--- config.mk ---
export PLATFORM = sky130hd
export DESIGN_NAME = ubx_rx_parser
export DESIGN_NICKNAME = d
export VERILOG_FILES = /design/src/rtl/ubx_rx_parser_pkg.sv /design/src/rtl/ubx_rx_parser_fletcher.sv /design/src/rtl/ubx_rx_parser.sv
export SDC_FILE = /design/constraint.sdc
export NUM_CORES = 1
export LEC_CHECK = 0
export CAP_MARGIN = 10
export CELL_PAD_IN_SITES_DETAIL_PLACEMENT = 1
export CELL_PAD_IN_SITES_GLOBAL_PLACEMENT = 1
export CORE_MARGIN = 8
export CORE_UTILIZATION = 45
export CTS_CLUSTER_DIAMETER = 50
export DETAILED_ROUTE_END_ITERATION = 16
export GPL_TIMING_DRIVEN = 0
export PLACE_DENSITY_LB_ADDON = 0.1
export SLEW_MARGIN = 20
export SYNTH_ARGS = -nofsm -noshare
export SYNTH_HDL_FRONTEND = slang
export SYNTH_SLANG_ARGS = --single-unit
--- constraint.sdc ---
create_clock -name clk -period 5.4 [get_ports clk]
set_clock_uncertainty 0.1 [all_clocks]
set_input_delay 1.08 -clock clk [delete_from_list [all_inputs] [get_ports clk]]
set_output_delay 1.08 -clock clk [all_outputs]
set_load 0.01 [all_outputs]
--- src/rtl/ubx_rx_parser_pkg.sv ---
// Shared UBX protocol constants and helpers for the receive parser and the config transmitter.
// Holds sync bytes, class/id codes, payload lengths, FSM encoding and message classification.
package ubx_rx_parser_pkg;

    localparam logic [7:0] UBX_SYNC1      = 8'hB5;
    localparam logic [7:0] UBX_SYNC2      = 8'h62;
    localparam logic [7:0] UBX_CLS_NAV    = 8'h01;
    localparam logic [7:0] UBX_CLS_ACK    = 8'h05;
    localparam logic [7:0] UBX_CLS_CFG    = 8'h06;
    localparam logic [7:0] UBX_ID_POSLLH  = 8'h02;
    localparam logic [7:0] UBX_ID_VELNED  = 8'h12;
    localparam logic [7:0] UBX_ID_ACK_ACK = 8'h01;
    localparam logic [7:0] UBX_ID_ACK_NAK = 8'h00;
    localparam logic [7:0] UBX_ID_NAV5    = 8'h24;
    localparam logic [7:0] UBX_ID_MSG     = 8'h01;

    localparam logic [15:0] UBX_LEN_POSLLH = 16'd28;
    localparam logic [15:0] UBX_LEN_VELNED = 16'd36;
    localparam logic [15:0] UBX_LEN_ACK    = 16'd2;

    localparam int NUM_SLOTS = 5;

    typedef enum logic [3:0] {
        ST_SYNC1   = 4'd0,
        ST_SYNC2   = 4'd1,
        ST_CLASS   = 4'd2,
        ST_ID      = 4'd3,
        ST_LEN_LO  = 4'd4,
        ST_LEN_HI  = 4'd5,
        ST_PAYLOAD = 4'd6,
        ST_CK_A    = 4'd7,
        ST_CK_B    = 4'd8
    } ubx_state_t;

    typedef enum logic [1:0] {
        MSG_NONE   = 2'd0,
        MSG_POSLLH = 2'd1,
        MSG_VELNED = 2'd2,
        MSG_ACK    = 2'd3
    } ubx_msg_t;

    // Only exact class/id/length matches are decoded; anything else is consumed silently.
    function automatic ubx_msg_t classify(input logic [7:0] cls, input logic [7:0] id,
                                          input logic [15:0] len);
        classify = MSG_NONE;
        if (cls == UBX_CLS_NAV && id == UBX_ID_POSLLH && len == UBX_LEN_POSLLH)
            classify = MSG_POSLLH;
        else if (cls == UBX_CLS_NAV && id == UBX_ID_VELNED && len == UBX_LEN_VELNED)
            classify = MSG_VELNED;
        else if (cls == UBX_CLS_ACK && (id == UBX_ID_ACK_ACK || id == UBX_ID_ACK_NAK)
                 && len == UBX_LEN_ACK)
            classify = MSG_ACK;
    endfunction

    // Returns {hit, slot[2:0]} for a payload word index of the given message.
    function automatic logic [3:0] word_slot(input ubx_msg_t msg, input logic [7:0] word);
        word_slot = 4'b0000;
        case (msg)
            MSG_POSLLH: case (word)
                8'd1:    word_slot = 4'b1000;
                8'd2:    word_slot = 4'b1001;
                8'd4:    word_slot = 4'b1010;
                default: word_slot = 4'b0000;
            endcase
            MSG_VELNED: case (word)
                8'd1:    word_slot = 4'b1000;
                8'd2:    word_slot = 4'b1001;
                8'd3:    word_slot = 4'b1010;
                8'd5:    word_slot = 4'b1011;
                8'd6:    word_slot = 4'b1100;
                default: word_slot = 4'b0000;
            endcase
            default: word_slot = 4'b0000;
        endcase
    endfunction

endpackage

--- src/rtl/ubx_rx_parser_fletcher.sv ---
// UBX Fletcher-8 running checksum; clear restarts the sum, en folds in one byte.
// Clear together with en starts a fresh sum that already includes the byte.
module ubx_fletcher (
    input  logic       clk,
    input  logic       rst_n,
    input  logic       clear,
    input  logic       en,
    input  logic [7:0] data,
    output logic [7:0] ck_a,
    output logic [7:0] ck_b
);

    logic [7:0] a_next;
    logic [7:0] b_next;

    assign a_next = (clear ? 8'h00 : ck_a) + data;
    assign b_next = (clear ? 8'h00 : ck_b) + a_next;

    always_ff @(posedge clk or negedge rst_n) begin
        if (!rst_n) begin
            ck_a <= 8'h00;
            ck_b <= 8'h00;
        end else if (en) begin
            ck_a <= a_next;
            ck_b <= b_next;
        end else if (clear) begin
            ck_a <= 8'h00;
            ck_b <= 8'h00;
        end
    end

endmodule

--- src/rtl/ubx_rx_parser.sv ---
// UBX receive parser: sync hunt, Fletcher check, and NAV-POSLLH / NAV-VELNED / ACK decode.
// Payload fields are staged while the frame streams in and committed only on a good checksum.
module ubx_rx_parser
    import ubx_rx_parser_pkg::*;
#(
    parameter int MAX_LEN = 64
) (
    input  logic               clk,
    input  logic               rst_n,
    input  logic [7:0]         rx_data,
    input  logic               rx_valid,
    output logic signed [31:0] lon,
    output logic signed [31:0] lat,
    output logic signed [31:0] hmsl,
    output logic signed [31:0] vel_n,
    output logic signed [31:0] vel_e,
    output logic signed [31:0] vel_d,
    output logic [31:0]        gspeed,
    output logic [31:0]        heading,
    output logic               posllh_valid,
    output logic               velned_valid,
    output logic               ack_valid,
    output logic               ack_ok,
    output logic [7:0]         ack_class,
    output logic [7:0]         ack_id,
    output logic               frame_err
);

    localparam int IDX_W = $clog2(MAX_LEN);
    localparam logic [IDX_W-1:0] IDX_ONE = 1;

    ubx_state_t state_reg, state_next;

    logic [7:0]       cls_reg;
    logic [7:0]       id_reg;
    logic [7:0]       len_lo_reg;
    logic [15:0]      len_reg;
    logic [IDX_W-1:0] idx_reg;
    logic [23:0]      asm_reg;
    logic             ck_a_ok_reg;
    logic [31:0]      stage_reg [NUM_SLOTS];
    logic [7:0]       ack_cls_stage_reg;
    logic [7:0]       ack_id_stage_reg;

    logic [15:0] len_full;
    logic [31:0] word_next;
    logic        last_byte;
    logic        ck_clear;
    logic        ck_en;
    logic        ck_match;
    logic [3:0]  slot_sel;
    logic [7:0]  ck_a;
    logic [7:0]  ck_b;
    ubx_msg_t    msg;

    assign len_full  = {rx_data, len_lo_reg};
    assign word_next = {rx_data, asm_reg};
    assign last_byte = (16'(idx_reg) == len_reg - 16'd1);
    assign msg       = classify(cls_reg, id_reg, len_reg);
    assign slot_sel  = word_slot(msg, 8'(idx_reg[IDX_W-1:2]));
    assign ck_match  = ck_a_ok_reg && (rx_data == ck_b);

    // The sum restarts as the final sync byte arrives so the CLASS byte is the first term.
    assign ck_clear = rx_valid && (state_reg == ST_SYNC2) && (rx_data == UBX_SYNC2);
    assign ck_en    = rx_valid && (state_reg == ST_CLASS  || state_reg == ST_ID ||
                                   state_reg == ST_LEN_LO || state_reg == ST_LEN_HI ||
                                   state_reg == ST_PAYLOAD);

    ubx_fletcher u_fletcher (
        .clk   (clk),
        .rst_n (rst_n),
        .clear (ck_clear),
        .en    (ck_en),
        .data  (rx_data),
        .ck_a  (ck_a),
        .ck_b  (ck_b)
    );

    always_ff @(posedge clk or negedge rst_n) begin
        if (!rst_n)
            state_reg <= ST_SYNC1;
        else
            state_reg <= state_next;
    end

    always_comb begin
        state_next = state_reg;
        if (rx_valid) begin
            case (state_reg)
                ST_SYNC1:   if (rx_data == UBX_SYNC1) state_next = ST_SYNC2;
                ST_SYNC2: begin
                    if (rx_data == UBX_SYNC2)      state_next = ST_CLASS;
                    else if (rx_data != UBX_SYNC1) state_next = ST_SYNC1;
                end
                ST_CLASS:   state_next = ST_ID;
                ST_ID:      state_next = ST_LEN_LO;
                ST_LEN_LO:  state_next = ST_LEN_HI;
                ST_LEN_HI: begin
                    if (len_full > 16'(MAX_LEN)) state_next = ST_SYNC1;
                    else if (len_full == 16'd0)  state_next = ST_CK_A;
                    else                         state_next = ST_PAYLOAD;
                end
                ST_PAYLOAD: if (last_byte) state_next = ST_CK_A;
                ST_CK_A:    state_next = ST_CK_B;
                ST_CK_B:    state_next = ST_SYNC1;
                default:    state_next = ST_SYNC1;
            endcase
        end
    end

    always_ff @(posedge clk or negedge rst_n) begin
        if (!rst_n) begin
            cls_reg           <= '0;
            id_reg            <= '0;
            len_lo_reg        <= '0;
            len_reg           <= '0;
            idx_reg           <= '0;
            asm_reg           <= '0;
            ck_a_ok_reg       <= 1'b0;
            ack_cls_stage_reg <= '0;
            ack_id_stage_reg  <= '0;
            for (int i = 0; i < NUM_SLOTS; i++) stage_reg[i] <= '0;
            lon          <= '0;
            lat          <= '0;
            hmsl         <= '0;
            vel_n        <= '0;
            vel_e        <= '0;
            vel_d        <= '0;
            gspeed       <= '0;
            heading      <= '0;
            posllh_valid <= 1'b0;
            velned_valid <= 1'b0;
            ack_valid    <= 1'b0;
            ack_ok       <= 1'b0;
            ack_class    <= '0;
            ack_id       <= '0;
            frame_err    <= 1'b0;
        end else begin
            posllh_valid <= 1'b0;
            velned_valid <= 1'b0;
            ack_valid    <= 1'b0;
            frame_err    <= 1'b0;
            if (rx_valid) begin
                case (state_reg)
                    ST_CLASS:  cls_reg    <= rx_data;
                    ST_ID:     id_reg     <= rx_data;
                    ST_LEN_LO: len_lo_reg <= rx_data;
                    ST_LEN_HI: begin
                        len_reg <= len_full;
                        idx_reg <= '0;
                        if (len_full > 16'(MAX_LEN)) frame_err <= 1'b1;
                    end
                    ST_PAYLOAD: begin
                        asm_reg <= word_next[31:8];
                        idx_reg <= idx_reg + IDX_ONE;
                        if (idx_reg[1:0] == 2'd3 && slot_sel[3])
                            stage_reg[slot_sel[2:0]] <= word_next;
                        if (msg == MSG_ACK && idx_reg == '0)    ack_cls_stage_reg <= rx_data;
                        if (msg == MSG_ACK && idx_reg == IDX_ONE) ack_id_stage_reg <= rx_data;
                    end
                    ST_CK_A: ck_a_ok_reg <= (rx_data == ck_a);
                    ST_CK_B: begin
                        if (!ck_match) begin
                            frame_err <= 1'b1;
                        end else begin
                            case (msg)
                                MSG_POSLLH: begin
                                    lon          <= stage_reg[0];
                                    lat          <= stage_reg[1];
                                    hmsl         <= stage_reg[2];
                                    posllh_valid <= 1'b1;
                                end
                                MSG_VELNED: begin
                                    vel_n        <= stage_reg[0];
                                    vel_e        <= stage_reg[1];
                                    vel_d        <= stage_reg[2];
                                    gspeed       <= stage_reg[3];
                                    heading      <= stage_reg[4];
                                    velned_valid <= 1'b1;
                                end
                                MSG_ACK: begin
                                    ack_class <= ack_cls_stage_reg;
                                    ack_id    <= ack_id_stage_reg;
                                    ack_ok    <= (id_reg == UBX_ID_ACK_ACK);
                                    ack_valid <= 1'b1;
                                end
                                default: ;
                            endcase
                        end
                    end
                    default: ;
                endcase
            end
        end
    end

endmodule

After elaboration in Yosys (flattened, before gate mapping)
Index checks and enable logic that the tools add are counted.
{ "totals": {"out_inout_bits": 277, "regBits": 544, "word_cells": 151, "inputBits": 11} }
{ "classes": {"n_lt_le_gt_ge": 3, "n_mux": 37, "n_eq_ne": 36, "bitwise_logic": 1, "n_reduce_logical": 38, "addsub": 4} }
{ "ops": {"columns": ["cell", "n"], "rows": [
  ["$bwmux W160", 1],
  ["$demux W32 S3", 1],
  ["$mux W32", 1],
  ["$mux W8", 4],
  ["$pmux W4 S8", 1],
  ["$eq A4 B3 Y1 const B", 7],
  ["$pmux W4 S5", 1],
  ["$add A8 B8 Y8", 2],
  ["$eq A16 B2 Y1 const B", 1],
  ["$eq A16 B5 Y1 const B", 1],
  ["$eq A16 B6 Y1 const B", 1],
  ["$eq A4 B2 Y1 const B", 4],
  ["$eq A6 B16 Y1", 1],
  ["$eq A8 B1 Y1 const B", 2],
  ["$eq A8 B8 Y1", 2],
  ["$gt A16 B7 Y1 const B", 1],
  ["$logic_not A16 Y1", 1],
  ["$mux W1", 16],
  ["$mux W4", 4],
  ["$reduce_and A4 Y1", 4],
  ["$sub A16 B1 Y16 const B", 1],
  ["$logic_and A1 B1 Y1", 14],
  ["$reduce_and A2 Y1", 7],
  ["$pmux W4 S3", 1],
  ["28 further kinds", 40]
]} }

Depth between registers and ports, before layout
{ "logic_depth": {"ltp_word": 15, "ltp_mapped": 17, "ltp_nobuf": 15} }

Cells and area by module
From an unflattened synthesis, not the netlist that was laid out.
{ "hier_totals": {"hier_cells": 1471, "area_unflattened_um2": 22173.8} }
{ "by_module_without_submodules": {"columns": ["module", "instances", "seq_area_each_um2", "area_per_inst_um2", "cells_per_inst"], "rows": [
  ["ubx_rx_parser", 1, 13212.7, 20976.4, 1361],
  ["ubx_fletcher", 1, 400.4, 1197.4, 110]
]} }

Worst setup path before layout
Ideal clock, no wire load.
{ "synth_path": {"path_type": "input to register", "from": "input port rx_data[5]", "to": "register u_fletcher.ck_b[7]", "t_arrival_ns": 4.322, "t_required_ns": 5.174, "setup_slack_ns": 0.853, "cell_stages": 16, "path_cell_list": "clkbuf_1 -> nor4bb_1 -> and4_1 -> clkbuf_1 -> nor2b_1 -> ha_1 -> a21o_1 -> a21oi_1 -> xnor2_1 -> ha_1 -> o21ai_0 -> inv_1 -> a2111oi_0 -> o21a_1 -> mux2i_1 -> xor2_1"} }
{ "synth_between": {"elab_chain_cells": 6, "word_cells_on_any_way": 7, "classes_between": "add/sub: 2; eq/ne: 1; mux: 3; reduce/logical: 1"} }
{ "synth_rtl": {"columns": ["item", "line_no", "source"], "rows": [
  ["start, declared", "ubx_rx_parser.sv:10", "input logic [7:0] rx_data,"],
  ["$eq A8 B7 Y1", "ubx_rx_parser.sv:64", "assign ck_clear = rx_valid && (state_reg == ST_SYNC2) && (rx_data == UBX_SYNC2);"],
  ["$logic_and A1 B1 Y1", "ubx_rx_parser.sv:64", null],
  ["$mux W8", null, null],
  ["$add A8 B8 Y8", "ubx_rx_parser_fletcher.sv:16", "assign a_next = (clear ? 8'h00 : ck_a) + data;"],
  ["$add A8 B8 Y8", "ubx_rx_parser_fletcher.sv:17", "assign b_next = (clear ? 8'h00 : ck_b) + a_next;"],
  ["$mux W8 (*)", "ubx_rx_parser_fletcher.sv:23", "end else if (en) begin"],
  ["end signal, assigned", "ubx_rx_parser_fletcher.sv:25", "ck_b <= b_next;"],
  ["end, declared", "ubx_rx_parser_fletcher.sv:10", "output logic [7:0] ck_b"]
]} }
Mark *: on every way between the ends. The rest lies on a longest branch, timed or not.
A chain may end at the register's enable or synchronous reset.

Worst setup path after layout
Ends and elaborated chain as after synthesis.

==> metrics.cfg <==
[status]
status = completed

[power_and_ir_drop]
power.share.clock_pct = 42.1
intPower_mw = 7.37
power.share.switching_pct = 26.3
power.density_cell_area_nw_per_um2 = 360
switching_power_mw = 2.63
seqPwrFrac_pct = 43.8
power.leakage_nw = 13.7
ir_drop_uv = 261
p_comb_share_pct = 14.1

[route]
ant_nets = 0
via_count = 13791
drt_pre_antenna_iters = 4
avgViaCountPerCell = 5.34
drtIter0Drc = 664
drcViolationCount = 0
avgRoutedWirePerCell_um = 23.8
wl_um = 61500

[critical_path]
critPathMaxStageDelay_ns = 0.53
crit_family = compound AO/OA/AOI/OAI gates
cp-end-kind = register
critPathMaxFanout = 9
worstPathArrival_ns = 5.46
path_cells = clkdlybuf4s50_1 -> clkbuf_2 -> nor4bb_1 -> and4_1 -> nor2b_1 -> ha_1 -> fa_1 -> a21o_1 -> a21oi_1 -> xnor2_1 -> ha_1 -> o21ai_0 -> inv_1 -> a2111oi_1 -> o21a_1 -> mux2i_1 -> xor2_1
crit_top_cell = ha_1
worst-path-buf-inv = 3
crit_cells = 17
worst-setup-path-type = primary input to register
rr_worst_depth = 16
crit_required_ns = 5.80
crit_path_start_kind = primary input
slowest_stage = clkdlybuf4s50_1

[timing]
setup_viol = 0
rsz0062_at_grt = false
relSlewSlack_pct = 32.0
final_max_slew_viol_count = 0
final_hold_viol_count = 0
max_clock_freq_ghz = 0.197
fin_crit_ns = 5.06
worstMarginPinSlew_ns = 1.02
setup_slack_ns = 0.336
holdWs_ns = 0.297
tns_ns = 0
final.period_utilization_pct = 93.8

[synth]
synth_area_leaders = dfrtp_1, mux2_2, nand2_1, ha_1, xnor2_1
synth_top_cell_by_area = dfrtp_1
synth_top_cell_area_share_pct = 62.1
syn_inst = 1559
yosys_warnings = 0
ys_seq_area_share_pct = 62.1
ys_ff_latch = 544
synth_enable_flop_cells = 0
syn_avg_cell_area_um2 = 14.1
synth_most_common_cell = dfrtp_1
synthesis.nets = 1593
syn_area_um2 = 21900
async_reset_ff_share_pct = 100
synth.distinct_cells = 58
yosys-top-cells-count = dfrtp_1, mux2_2, nand2_1
ys_dominant_reg_cell = dfrtp_1

[floorplanning]
start_util_pct = 45.2
coreArea_um2 = 48500
die-area_um2 = 56100
die_width_um = 237
io_pins = 288
die_h_um = 237
std_cell_rows = 81

[clocking]
clk_latency_ns = 0.61
cts_sinks = 544
clk_pin_slew_ns = 0.07
clk_path_buf_depth = 3
holdBufCountCts = 0
cts_root_buffer = clkbuf_16
cts_max_level = 2
cts_buffers = 59
cts_setup_buffers = 0
cts_tree = built

[placement]
port_buffers = 286
gp_congestion = 0.803
place_ws_ns = -0.752
dp_hpwl_um = 43700

[cells_and_area]
nNetsFinal = 1946
diodes = 0
largest_reg_flops = 160
drive_gt1_share_pct = 30.6
utilization_pct = 57.3
synthToLayoutAreaGrowth_pct = 26.8

[global_routing]
grt_usage_pct = 22.0
grt_max_degree = 96
grt_pass1_vias = 15256
antenna_found_initial = 0
grt_pass1_wl_um = 95900
overflow = 0

[job]
maxCapViolations = 0

[worst_hold_path]
hold_path_class = primary input to asynchronous set/reset pin

[cell families after synthesis]
family,synth area share [%]
flops,62.1
mux,24.2
simple gates,6.79
buf+inv,2.13
compound gates,2.13
xor+xnor,1.36
fa+ha+maj,1.38
[cell type report]
class	count	area [um2]
buffer	87	434
clock buffer	79	1640
tap	622	778
timing repair buffer	292	3030
multi-input combinational	918	7860
clock inverter	31	412
inverter	10	37.5
fill	4735	20700
sequential	544	13600
[path summary, 6_finish.rpt]
check                                      to    startpoint  slack (ns)
setup / recovery           u_fletcher.ck_b[7]    rx_data[5]        0.34
hold / removal                         lat[6]         rst_n        0.30
setup reg to reg           u_fletcher.ck_b[7]  state_reg[3]        1.11
hold reg to reg                  ack_class[5]  ack_class[5]        0.37
max in group asynchronous        state_reg[0]         rst_n        3.58
min in group clk                 ack_class[5]  ack_class[5]        0.37
[metrics by stage]
| step | area (um2) | power [mW] | cells |
|---|---|---|---|
| 2_1_floorplan | 21900 | 5.43 | 1559 |
| 3_3_place_gp | 25600 | 5.78 | 2467 |
| 3_5_place_dp | 25700 | 5.85 | 2473 |
| 4_1_cts | 27800 | 10.1 | 2583 |
| 5_1_grt | 27800 | 10.5 | 2583 |
| 6_report | 27800 | 10.0 | 2583 |
[power by group through the flow]
stage / clock network [mW] / registers, mW / logic, mW
6_report: 4.21 / 4.38 / 1.41
5_1_grt: 4.47 / 4.40 / 1.58
4_1_cts: 4.31 / 4.38 / 1.41
3_5_place_dp: 0 / 4.45 / 1.40
3_3_place_gp: 0 / 4.46 / 1.32
2_1_floorplan: 0 / 4.41 / 1.02
[layout by cell type, fill, tap and decap left out, types with 10 or more instances in the layout]
cell type / netlist / final
o21ai_0: 25 / 25
mux2_2: 458 / 458
nand3_1: 18 / 18
inv_1: 10 / 10
xnor2_1: 23 / 23
ha_1: 21 / 21
dfrtp_1: 544 / 544
a21oi_1: 13 / 13
nor2_1: 21 / 21
nand2_1: 193 / 193
clkbuf_16: 0 / 59
buf_1: 12 / 12
nor2b_1: 19 / 19
clkbuf_1: 51 / 58
xor2_1: 11 / 11
clkdlybuf4s50_1: 0 / 285
[repair_timing]
| action | in CTS | in global routing |
|---|---|---|
| resized for setup | 3 | 3 |
| cloned | 0 | 0 |
| endpoints found under the setup margin | 1 | 1 |
| endpoints found under the hold margin | 0 | 0 |
[per-layer routing]
metal	global-route usage, %	routed length [um]	up-vias
li1	-	-	6151
met3	4.24	2570	74
met1	27.8	25800	7344
met2	39.0	32100	222
met4	4.36	1040	0
met5	0	0	-
Note: power is estimated with default switching activity, not from simulation.
